`config.mk`:
```
export PLATFORM = sky130hd
export DESIGN_NAME = y86_seq_controller_flat
export DESIGN_NICKNAME = d
export VERILOG_FILES = /design/src/rtl/y86_seq_controller_pkg.sv /design/src/rtl/y86_seq_controller_if.sv /design/src/rtl/y86_seq_controller_counter.sv /design/src/rtl/y86_seq_controller.sv /design/src/flat_wrapper.sv
export SDC_FILE = /design/constraint.sdc
export NUM_CORES = 1
export LEC_CHECK = 0
export BUFFER_PORTS_ARGS = -buffer_cell sky130_fd_sc_hd__buf_2
export CORE_MARGIN = 1.5
export CORE_UTILIZATION = 40
export CTS_BUF_LIST = sky130_fd_sc_hd__clkbuf_4
export DETAILED_ROUTE_END_ITERATION = 10
export PLACE_DENSITY = 0.69
export SLEW_MARGIN = 10
export SYNTH_ARGS = -nofsm -noshare
export SYNTH_HDL_FRONTEND = slang
export SYNTH_SLANG_ARGS = --single-unit
```
`constraint.sdc`:
```
create_clock -name clk -period 6.05 [get_ports clk]
set_input_delay 1.21 -clock clk [delete_from_list [all_inputs] [get_ports clk]]
set_output_delay 1.21 -clock clk [all_outputs]
set_load 0.01 [all_outputs]
```
`src/rtl/y86_seq_controller_pkg.sv`:
```
// Shared types and constants for the sequential Y86 controller.
// Defines the status codes, the FSM state encoding and the stage-enable decode.
package y86_pkg;

  localparam int unsigned STAT_W    = 3;
  localparam int unsigned STAGE_CNT = 6;

  localparam logic [STAT_W-1:0] STAT_AOK = 3'd1;
  localparam logic [STAT_W-1:0] STAT_HLT = 3'd2;
  localparam logic [STAT_W-1:0] STAT_ADR = 3'd3;
  localparam logic [STAT_W-1:0] STAT_INS = 3'd4;

  localparam int unsigned STG_F = 0;
  localparam int unsigned STG_D = 1;
  localparam int unsigned STG_E = 2;
  localparam int unsigned STG_M = 3;
  localparam int unsigned STG_W = 4;
  localparam int unsigned STG_P = 5;

  typedef enum logic [2:0] {
    S_IDLE    = 3'd0,
    S_FETCH   = 3'd1,
    S_DECODE  = 3'd2,
    S_EXECUTE = 3'd3,
    S_MEMORY  = 3'd4,
    S_WRBACK  = 3'd5,
    S_PCUPD   = 3'd6,
    S_HALTED  = 3'd7
  } state_t;

  // One-hot stage enable for a given state; all-zero outside the stage states.
  function automatic logic [STAGE_CNT-1:0] stage_onehot(input state_t s);
    logic [STAGE_CNT-1:0] v;
    v = '0;
    case (s)
      S_FETCH:   v[STG_F] = 1'b1;
      S_DECODE:  v[STG_D] = 1'b1;
      S_EXECUTE: v[STG_E] = 1'b1;
      S_MEMORY:  v[STG_M] = 1'b1;
      S_WRBACK:  v[STG_W] = 1'b1;
      S_PCUPD:   v[STG_P] = 1'b1;
      default:   v = '0;
    endcase
    return v;
  endfunction

  function automatic logic is_stage_state(input state_t s);
    return |stage_onehot(s);
  endfunction

endpackage

```
`src/rtl/y86_seq_controller_if.sv`:
```
// Control/status bundle between the sequencer (master) and the core datapath (slave).
interface y86_seq_controller_if #(
  parameter int unsigned ADDR_W = 64,
  parameter int unsigned CNT_W  = 32
) ();

  logic                            run;
  logic                            step;
  logic                            bp_en;
  logic [ADDR_W-1:0]               bp_addr;
  logic [ADDR_W-1:0]               updated_pc;
  logic                            hlt;
  logic                            imem_error;
  logic                            instr_valid;
  logic                            dmem_error;

  logic [ADDR_W-1:0]               pc;
  logic [y86_pkg::STAGE_CNT-1:0]   stage_en;
  logic [y86_pkg::STAT_W-1:0]      stat;
  logic                            busy;
  logic                            bp_hit;
  logic [CNT_W-1:0]                cycle_cnt;
  logic [CNT_W-1:0]                retired_cnt;

  modport master (
    input  run, step, bp_en, bp_addr, updated_pc,
    input  hlt, imem_error, instr_valid, dmem_error,
    output pc, stage_en, stat, busy, bp_hit, cycle_cnt, retired_cnt
  );

  modport slave (
    output run, step, bp_en, bp_addr, updated_pc,
    output hlt, imem_error, instr_valid, dmem_error,
    input  pc, stage_en, stat, busy, bp_hit, cycle_cnt, retired_cnt
  );

endinterface

```
`src/rtl/y86_seq_controller_counter.sv`:
```
// Saturating up-counter: holds at all-ones instead of wrapping.
module y86_sat_counter #(
  parameter int unsigned W = 32
) (
  input  logic         clk,
  input  logic         rst,
  input  logic         inc,
  output logic [W-1:0] count
);

  logic [W-1:0] r_count;

  always_ff @(posedge clk) begin
    if (rst) begin
      r_count <= '0;
    end else if (inc && (r_count != '1)) begin
      r_count <= r_count + W'(1);
    end
  end

  assign count = r_count;

endmodule

```
`src/rtl/y86_seq_controller.sv`:
```
// Multi-cycle sequencer for the sequential Y86 core: owns the PC, steps the six
// stages one per clock, latches status, and supports run/step/breakpoint control.
module y86_seq_controller
  import y86_pkg::*;
#(
  parameter int unsigned       ADDR_W   = 64,
  parameter int unsigned       CNT_W    = 32,
  parameter logic [ADDR_W-1:0] RESET_PC = '0
) (
  input logic                  clk,
  input logic                  rst,
  y86_seq_controller_if.master bus
);

  state_t                 r_state;
  logic [ADDR_W-1:0]      r_pc;
  logic [STAGE_CNT-1:0]   r_stage_en;
  logic [STAT_W-1:0]      r_stat;
  logic                   r_busy;
  logic                   r_bp_hit;
  logic                   r_step_lat;

  state_t                 w_state_nxt;
  logic [ADDR_W-1:0]      w_pc_nxt;
  logic [STAT_W-1:0]      w_stat_nxt;
  logic                   w_bp_hit_nxt;
  logic                   w_step_lat_nxt;
  logic                   w_retire;
  logic                   w_cycle_inc;
  logic [CNT_W-1:0]       w_cycle_cnt;
  logic [CNT_W-1:0]       w_retired_cnt;

  // Next-state and next-output evaluation; status inputs only matter in their own stage.
  always_comb begin
    w_state_nxt    = r_state;
    w_pc_nxt       = r_pc;
    w_stat_nxt     = r_stat;
    w_bp_hit_nxt   = r_bp_hit;
    w_step_lat_nxt = r_step_lat;
    w_retire       = 1'b0;

    case (r_state)
      S_IDLE: begin
        // Leaving IDLE always starts the first instruction, which is exempt from the breakpoint.
        if (bus.run || bus.step) begin
          w_state_nxt    = S_FETCH;
          w_step_lat_nxt = !bus.run;
          w_bp_hit_nxt   = 1'b0;
        end
      end
      S_FETCH: begin
        if (bus.imem_error) begin
          w_stat_nxt  = STAT_ADR;
          w_state_nxt = S_HALTED;
        end else if (!bus.instr_valid) begin
          w_stat_nxt  = STAT_INS;
          w_state_nxt = S_HALTED;
        end else if (bus.hlt) begin
          w_stat_nxt  = STAT_HLT;
          w_state_nxt = S_HALTED;
          w_retire    = 1'b1;
        end else begin
          w_state_nxt = S_DECODE;
        end
      end
      S_DECODE:  w_state_nxt = S_EXECUTE;
      S_EXECUTE: w_state_nxt = S_MEMORY;
      S_MEMORY: begin
        if (bus.dmem_error) begin
          w_stat_nxt  = STAT_ADR;
          w_state_nxt = S_HALTED;
        end else begin
          w_state_nxt = S_WRBACK;
        end
      end
      S_WRBACK: w_state_nxt = S_PCUPD;
      S_PCUPD: begin
        w_pc_nxt = bus.updated_pc;
        w_retire = 1'b1;
        if (bus.run && !r_step_lat) begin
          if (bus.bp_en && (bus.updated_pc == bus.bp_addr)) begin
            w_state_nxt  = S_IDLE;
            w_bp_hit_nxt = 1'b1;
          end else begin
            w_state_nxt = S_FETCH;
          end
        end else begin
          w_state_nxt = S_IDLE;
        end
      end
      S_HALTED: w_state_nxt = S_HALTED;
      default:  w_state_nxt = S_IDLE;
    endcase
  end

  assign w_cycle_inc = is_stage_state(r_state);

  // State and registered outputs; stage_en/busy are decoded from the next state so they align with it.
  always_ff @(posedge clk) begin
    if (rst) begin
      r_state    <= S_IDLE;
      r_pc       <= RESET_PC;
      r_stage_en <= '0;
      r_stat     <= STAT_AOK;
      r_busy     <= 1'b0;
      r_bp_hit   <= 1'b0;
      r_step_lat <= 1'b0;
    end else begin
      r_state    <= w_state_nxt;
      r_pc       <= w_pc_nxt;
      r_stage_en <= stage_onehot(w_state_nxt);
      r_stat     <= w_stat_nxt;
      r_busy     <= is_stage_state(w_state_nxt);
      r_bp_hit   <= w_bp_hit_nxt;
      r_step_lat <= w_step_lat_nxt;
    end
  end

  y86_sat_counter #(.W(CNT_W)) u_cycle_cnt (
    .clk   (clk),
    .rst   (rst),
    .inc   (w_cycle_inc),
    .count (w_cycle_cnt)
  );

  y86_sat_counter #(.W(CNT_W)) u_retired_cnt (
    .clk   (clk),
    .rst   (rst),
    .inc   (w_retire),
    .count (w_retired_cnt)
  );

  assign bus.pc          = r_pc;
  assign bus.stage_en    = r_stage_en;
  assign bus.stat        = r_stat;
  assign bus.busy        = r_busy;
  assign bus.bp_hit      = r_bp_hit;
  assign bus.cycle_cnt   = w_cycle_cnt;
  assign bus.retired_cnt = w_retired_cnt;

endmodule
```
`src/flat_wrapper.sv`:
```
// flat-port wrapper written by rule: the top's interface ports become plain ports
module y86_seq_controller_flat import y86_pkg::*;
#(
  parameter int unsigned       ADDR_W   = 64,
  parameter int unsigned       CNT_W    = 32,
  parameter logic [ADDR_W-1:0] RESET_PC = '0
)
  (clk, rst, bus_run, bus_step, bus_bp_en, bus_bp_addr, bus_updated_pc, bus_hlt, bus_imem_error, bus_instr_valid, bus_dmem_error, bus_pc, bus_stage_en, bus_stat, bus_busy, bus_bp_hit, bus_cycle_cnt, bus_retired_cnt);
  y86_seq_controller_if #(.ADDR_W(ADDR_W), .CNT_W(CNT_W)) bus_i ();
  input logic clk;
  input logic rst;
  input wire logic [$bits(bus_i.run)-1:0] bus_run;
  input wire logic [$bits(bus_i.step)-1:0] bus_step;
  input wire logic [$bits(bus_i.bp_en)-1:0] bus_bp_en;
  input wire logic [$bits(bus_i.bp_addr)-1:0] bus_bp_addr;
  input wire logic [$bits(bus_i.updated_pc)-1:0] bus_updated_pc;
  input wire logic [$bits(bus_i.hlt)-1:0] bus_hlt;
  input wire logic [$bits(bus_i.imem_error)-1:0] bus_imem_error;
  input wire logic [$bits(bus_i.instr_valid)-1:0] bus_instr_valid;
  input wire logic [$bits(bus_i.dmem_error)-1:0] bus_dmem_error;
  output wire logic [$bits(bus_i.pc)-1:0] bus_pc;
  output wire logic [$bits(bus_i.stage_en)-1:0] bus_stage_en;
  output wire logic [$bits(bus_i.stat)-1:0] bus_stat;
  output wire logic [$bits(bus_i.busy)-1:0] bus_busy;
  output wire logic [$bits(bus_i.bp_hit)-1:0] bus_bp_hit;
  output wire logic [$bits(bus_i.cycle_cnt)-1:0] bus_cycle_cnt;
  output wire logic [$bits(bus_i.retired_cnt)-1:0] bus_retired_cnt;
  assign bus_i.run = bus_run;
  assign bus_i.step = bus_step;
  assign bus_i.bp_en = bus_bp_en;
  assign bus_i.bp_addr = bus_bp_addr;
  assign bus_i.updated_pc = bus_updated_pc;
  assign bus_i.hlt = bus_hlt;
  assign bus_i.imem_error = bus_imem_error;
  assign bus_i.instr_valid = bus_instr_valid;
  assign bus_i.dmem_error = bus_dmem_error;
  assign bus_pc = bus_i.pc;
  assign bus_stage_en = bus_i.stage_en;
  assign bus_stat = bus_i.stat;
  assign bus_busy = bus_i.busy;
  assign bus_bp_hit = bus_i.bp_hit;
  assign bus_cycle_cnt = bus_i.cycle_cnt;
  assign bus_retired_cnt = bus_i.retired_cnt;
  y86_seq_controller #(.ADDR_W(ADDR_W), .CNT_W(CNT_W), .RESET_PC(RESET_PC)) u_core (.clk(clk), .rst(rst), .bus(bus_i));
endmodule
```
== Word level (Yosys, flattened, before mapping) ==
Index checks and enable logic that the tools add are counted.

* Equality and inequality tests: 21
* Reduce and logical (&&, ||, !) cells: 15
* Add/subtract/negate cells: 2
* Mux-type cells: 39

{| class="wikitable"
|+ Operator list
! cell !! number
|-
| $add A32 B1 Y32 const B || 2
|-
| $eq A64 B64 Y1 || 1
|-
| $ne A32 B32 Y1 const B || 2
|-
| $mux W1 || 26
|-
| $mux W3 || 8
|-
| $pmux W3 S8 || 1
|-
| $eq A3 B3 Y1 const B || 7
|-
| $eq A3 B2 Y1 const B || 4
|-
| $reduce_or A6 Y1 || 2
|-
| $eq A3 B1 Y1 const B || 2
|-
| $ne A2 B1 Y1 const B || 3
|-
| $pmux W3 S2 || 1
|-
| $logic_and A1 B1 Y1 || 4
|-
| $ne A4 B4 Y1 const B || 1
|-
| $pmux W1 S2 || 2
|-
| $reduce_and A4 Y1 || 1
|-
| $reduce_bool A2 Y1 || 2
|-
| $logic_not A3 Y1 || 1
|-
| $reduce_and A3 Y1 || 1
|-
| $logic_not A1 Y1 || 2
|-
| $mux W2 || 1
|-
| $ne A2 B2 Y1 const B || 1
|-
| $reduce_and A2 Y1 || 1
|-
| $logic_or A1 B1 Y1 || 1
|}

* Flip-flop bits (word level): 143
* Bits of input ports: 137
* Logic and storage cells: 86

== Longest topological paths before layout ==
* Depth in word-level cells: 9
* Mapped depth: 8
* Gate-level depth less buffers: 7

== Modules after synthesis ==
A second synthesis with hierarchy kept.

* Cells, all modules: 880
* Area, all modules: 7,048.0 um^2

{| class="wikitable"
|+ By module, submodules not included
! module !! cells an instance !! instances !! area each (um^2)
|-
| y86_seq_controller || 482 || 1 || 3,699.8
|-
| y86_sat_counter || 199 || 2 || 1,674.1
|}

== Least setup slack after synthesis ==
Ideal clock, no wire load.

* Path type: input to register
* Start point: input port bus_hlt
* End point: register u_core.r_busy (netlist: u_core.bus.busy)
* Stages: 6
* Library setup time: 117 ps
* Arrival: 2,659 ps
* Required time: 5,933 ps
* Path slack: 3,275 ps
* Cells stage by stage: or3b_2 -> a211oi_1 -> nand2_1 -> a211oi_1 -> a311o_1 -> nor2_1

* Longest elaborated chain between the ends: 8
* Elaborated cells between the ends (all ways): 23
* Those cells by class: eq/ne: 6; mux: 16; reduce/logical: 1

{| class="wikitable"
|+ RTL lines
! what !! RTL line !! text
|-
| from (decl) || flat_wrapper.sv:17 || <nowiki>input wire logic [$bits(bus_i.hlt)-1:0] bus_hlt;</nowiki>
|-
| $mux W3 * || y86_seq_controller.sv:58 || <nowiki>end else if (bus.hlt) begin</nowiki>
|-
| $mux W3 * || y86_seq_controller.sv:55 || <nowiki>end else if (!bus.instr_valid) begin</nowiki>
|-
| $mux W3 * || y86_seq_controller.sv:52 || <nowiki>if (bus.imem_error) begin</nowiki>
|-
| $pmux W3 S8 * || y86_seq_controller.sv:42 || <nowiki>case (r_state)</nowiki>
|-
| $eq A3 B1 Y1 (tied with other cells) || y86_seq_controller_pkg.sv:35 || <nowiki>case (s)</nowiki>
|-
| $mux W1 || y86_seq_controller_pkg.sv:35 ||
|-
| $mux W1 || y86_seq_controller.sv:100 || <nowiki>if (rst) begin</nowiki>
|-
| $reduce_or A6 Y1 * || y86_seq_controller_pkg.sv:48 || <nowiki>return |stage_onehot(s);</nowiki>
|-
| to (signal assigned) || y86_seq_controller.sv:113 || <nowiki>r_busy <= is_stage_state(w_state_nxt);</nowiki>
|-
| to (decl) || y86_seq_controller.sv:19 || <nowiki>logic r_busy;</nowiki>
|}

Mark *: on every way between the ends. The rest lies on a longest branch, timed or not. The select of a mux whose other input is x is not followed.
A chain may end at the register's enable or synchronous reset.

== Worst setup path after layout ==
* Start point: register u_core.u_cycle_cnt.r_count[14] (netlist: u_core.u_cycle_cnt.count[14])
* End point: register u_core.u_cycle_cnt.r_count[13] (netlist: u_core.u_cycle_cnt.count[13])

* Longest elaborated chain between the ends: 2

{| class="wikitable"
|+ RTL lines
! what !! RTL line !! text
|-
| from (decl) || y86_seq_controller_counter.sv:11 || <nowiki>logic [W-1:0] r_count;</nowiki>
|-
| from (signal assigned) || y86_seq_controller_counter.sv:17 || <nowiki>r_count <= r_count + W'(1);</nowiki>
|-
| $ne A32 B32 Y1 || y86_seq_controller_counter.sv:16 || <nowiki>end else if (inc && (r_count != '1)) begin</nowiki>
|-
| $logic_and A1 B1 Y1 || y86_seq_controller_counter.sv:16 ||
|}

No other way between the ends.

==> reports/qor.txt <==
remaining antenna violation count = 0
crit-path cells = nand4_1, nor3_1, nand4_1, and4bb_2, xnor2_1, nor2_1
Setup TNS = 0 ns
Worst-Margin Slew = 0.9023 ns
Port Buffers = 275
Slew Viols, Final = 0
pin count of the biggest net entering global routing = 87
clock buffer count from CTS = 17
cell family contributing the most delay on the critical path = simple AND/OR/NAND/NOR gates
Tmin final = 2.676 ns
EDFF count, synth = 0
initial antenna violation count = 2
Arr. time, crit path = 3.07 ns
first-pass GRT wire length = 32,630 µm
Mapped Cells = 830
clock root cell = clkbuf_4
cell row count = 47
GP Congestion = 0.8791
GRT Residual Overflow = 0
min-delay worst type = reg2reg
initial core utilization = 40.74%
post-synth top area share = 42.67%
most used cell, CP = nand4_1
CP Data Required Time = 6.44 ns
Commonest cells post-synth = nand2_1, dfxtp_1, a21oi_1
Max VDD drop = 0.0001419 V
RSZ-0062 raised after global routing = no
most frequent cell after synthesis = nand2_1
Crit-path slowest cell = nand4_1
Clock Pin Slew Worst Setup and Hold Paths = 0.12 ns
DP Wirelength = 15,630 µm
DIE WIDTH = 132.5 µm
Core Util, Final = 51.98%
post-DR vias/cell = 5.118
Yosys cell types = 60
Post CTS Setup Buffer Count = 0
vias in the first global route = 6,231
startpoint types = flip-flop
YS warnings = 0
Clock Path Buffers = 2
dominant synthesized flop cell = dfxtp_1
Die Y-Extent = 132.5 µm
area grow syn2layout = 27.58%
Clock Skew = 0.01985 ns
Seq/Total Area, Yosys = 42.67%
critical path class = reg2reg
post-cts sizing count = 0
FF+latch count, synth = 143
max incr delay on CP = 0.70 ns
worst slack at placement = 2.901 ns
Clock Latency Late Sink = 0.52 ns
worst setup margin = 3.374 ns
CTS tree = done
Final Cycle Share = 44.23%
FF+latch area = 2863 µm²
initial DRC count = 368
largest cells by area after synthesis = dfxtp_1, nand2_1, xnor2_1
fraction of layout cells with a size suffix above 1 = 29.17%
Lkg Pwr = 3.647 nW
FILL cells = 1,653
Nets = 1,230
multi-input logic area = 3635 µm²
GRT Total Usage = 23.39%
die area = 17,560 µm²
Buf/Inv on CP = 0
drt pass-1 iters = 5
fmax = 373.7 MHz
Synth Cell Area = 6709 µm²
Max H-tree Level = 4
WL/cell = 15.68 µm
dominant cell type by area after synthesis = dfxtp_1
# clock sinks = 143
Final Hold Fails = 0
Syn Nets = 969
core area = 16,470 µm²
final setup fails = 0
DRC viols = 0
worst slew margin relative to its limit = 39.85%
IO Count = 276
routed vias = 6,787
average cell area after synthesis = 8.083 µm²
WL final = 20,800 µm
maximum fanout along the worst path = 18
fraction of registers with async set/reset = 0%
max-cap violations = 0
critical path endpoint category = flip-flop
Cells after DPL = 1,292
pwr dens = 230.7 nW/µm²
Post-CTS Hold Fix Bufs = 0
status = completed
Finished Layout Cells = 1,326
[metal layers]
| layer | global-route usage [%] | vias to the layer above | wire length (µm) |
|---|---|---|---|
| met5 | 0 | - | 0 |
| met4 | 7.937 | 0 | 388 |
| met3 | 6.284 | 23 | 1373 |
| met2 | 36.77 | 232 | 9619 |
| met1 | 31.09 | 3162 | 9415 |
| li1 | - | 3370 | - |
[per-stage QoR]
step	total power, mW	hold WS (ns)	instance area, µm²
after floorplan	1.185	0.4666	6709
after global placement	1.316	0.4385	8242
after detailed placement	1.319	0.4430	8242
after CTS	1.998	0.4600	8554
after global routing	2.071	0.4745	8559
final	1.974	0.4594	8559
[cells in the final DEF (no fill, tap or decap), drive strengths merged, types with 2 or more instances in the layout]
cell	Yosys	routed
o22ai	3	3
ha	2	2
o2111ai	4	4
a2111o	3	3
nand2	165	165
or2	2	2
and3	11	11
nand3	34	34
nor4	8	8
or3	9	9
diode	0	2
xnor2	60	60
nand3b	5	5
bufinv	0	4
or4	2	2
nor2b	12	12
nand4b	2	2
clkinv	0	9
a21oi	81	81
nor3b	2	2
inv	18	18
o21ai	12	12
nand4	39	39
a41oi	2	2
and4	4	4
xor2	38	38
nor3	21	21
nor2	74	74
a211oi	3	3
buf	7	278
nor4b	3	3
dfxtp	143	143
nand2b	13	13
and2	2	2
clkbuf	29	19
[area by class of cell]
| class | count | area share, % |
|---|---|---|
| clock buffer | 19 | 1.666 |
| inverter | 18 | 0.7894 |
| antenna | 2 | 0.05847 |
| sequential | 143 | 33.45 |
| clock inverter | 13 | 1.988 |
| tap | 220 | 3.216 |
| timing repair buffer | 278 | 16.37 |
| multi-input combinational | 633 | 42.46 |
[flip-flops by register name, indices dropped and copies added (netlist names)]
name,flops
u_core.bus.pc,64
u_core.u_cycle_cnt.count,32
u_core.u_retired_cnt.count,32
u_core.bus.stage_en,6
u_core.bus.stat,3
u_core.r_state,3
u_core.bus.bp_hit,1
u_core.bus.busy,1
u_core.r_step_lat,1
[cell families (layout without fill, tap and decap cells)]
kind of cell	after synthesis	after routing	share of synthesized area (%)
simple gates	413	413	30.03
flops	143	143	42.67
compound gates	120	120	10.95
xor+xnor	98	98	12.79
buf+inv	54	328	3.189
fa+ha+maj	2	2	0.3729
other cells	0	2	0
[worst min-delay path, cell delays in order, from the launching register on]
cell and delay (ns):
dfxtp_1 0.33, nand2_1 0.05, a21oi_1 0.05
[power breakdown]
group	switching [mW]	leakage [nW]	internal (mW)
registers	0.0284	1.16	0.975
logic	0.174	2.32	0.122
clock network	0.343	0.175	0.332
[worst paths after layout]
path                                start                      endpoint  slack (ns)  cells past startpoint
max          u_core.u_cycle_cnt.count[14]  u_core.u_cycle_cnt.count[13]        3.37                      6
min                      u_core.bus.pc[6]              u_core.bus.pc[6]        0.46                      2
max reg2reg  u_core.u_cycle_cnt.count[14]  u_core.u_cycle_cnt.count[13]        3.37                      6
min reg2reg              u_core.bus.pc[6]              u_core.bus.pc[6]        0.46                      2
No activity file was read; power rests on OpenSTA's default activity.
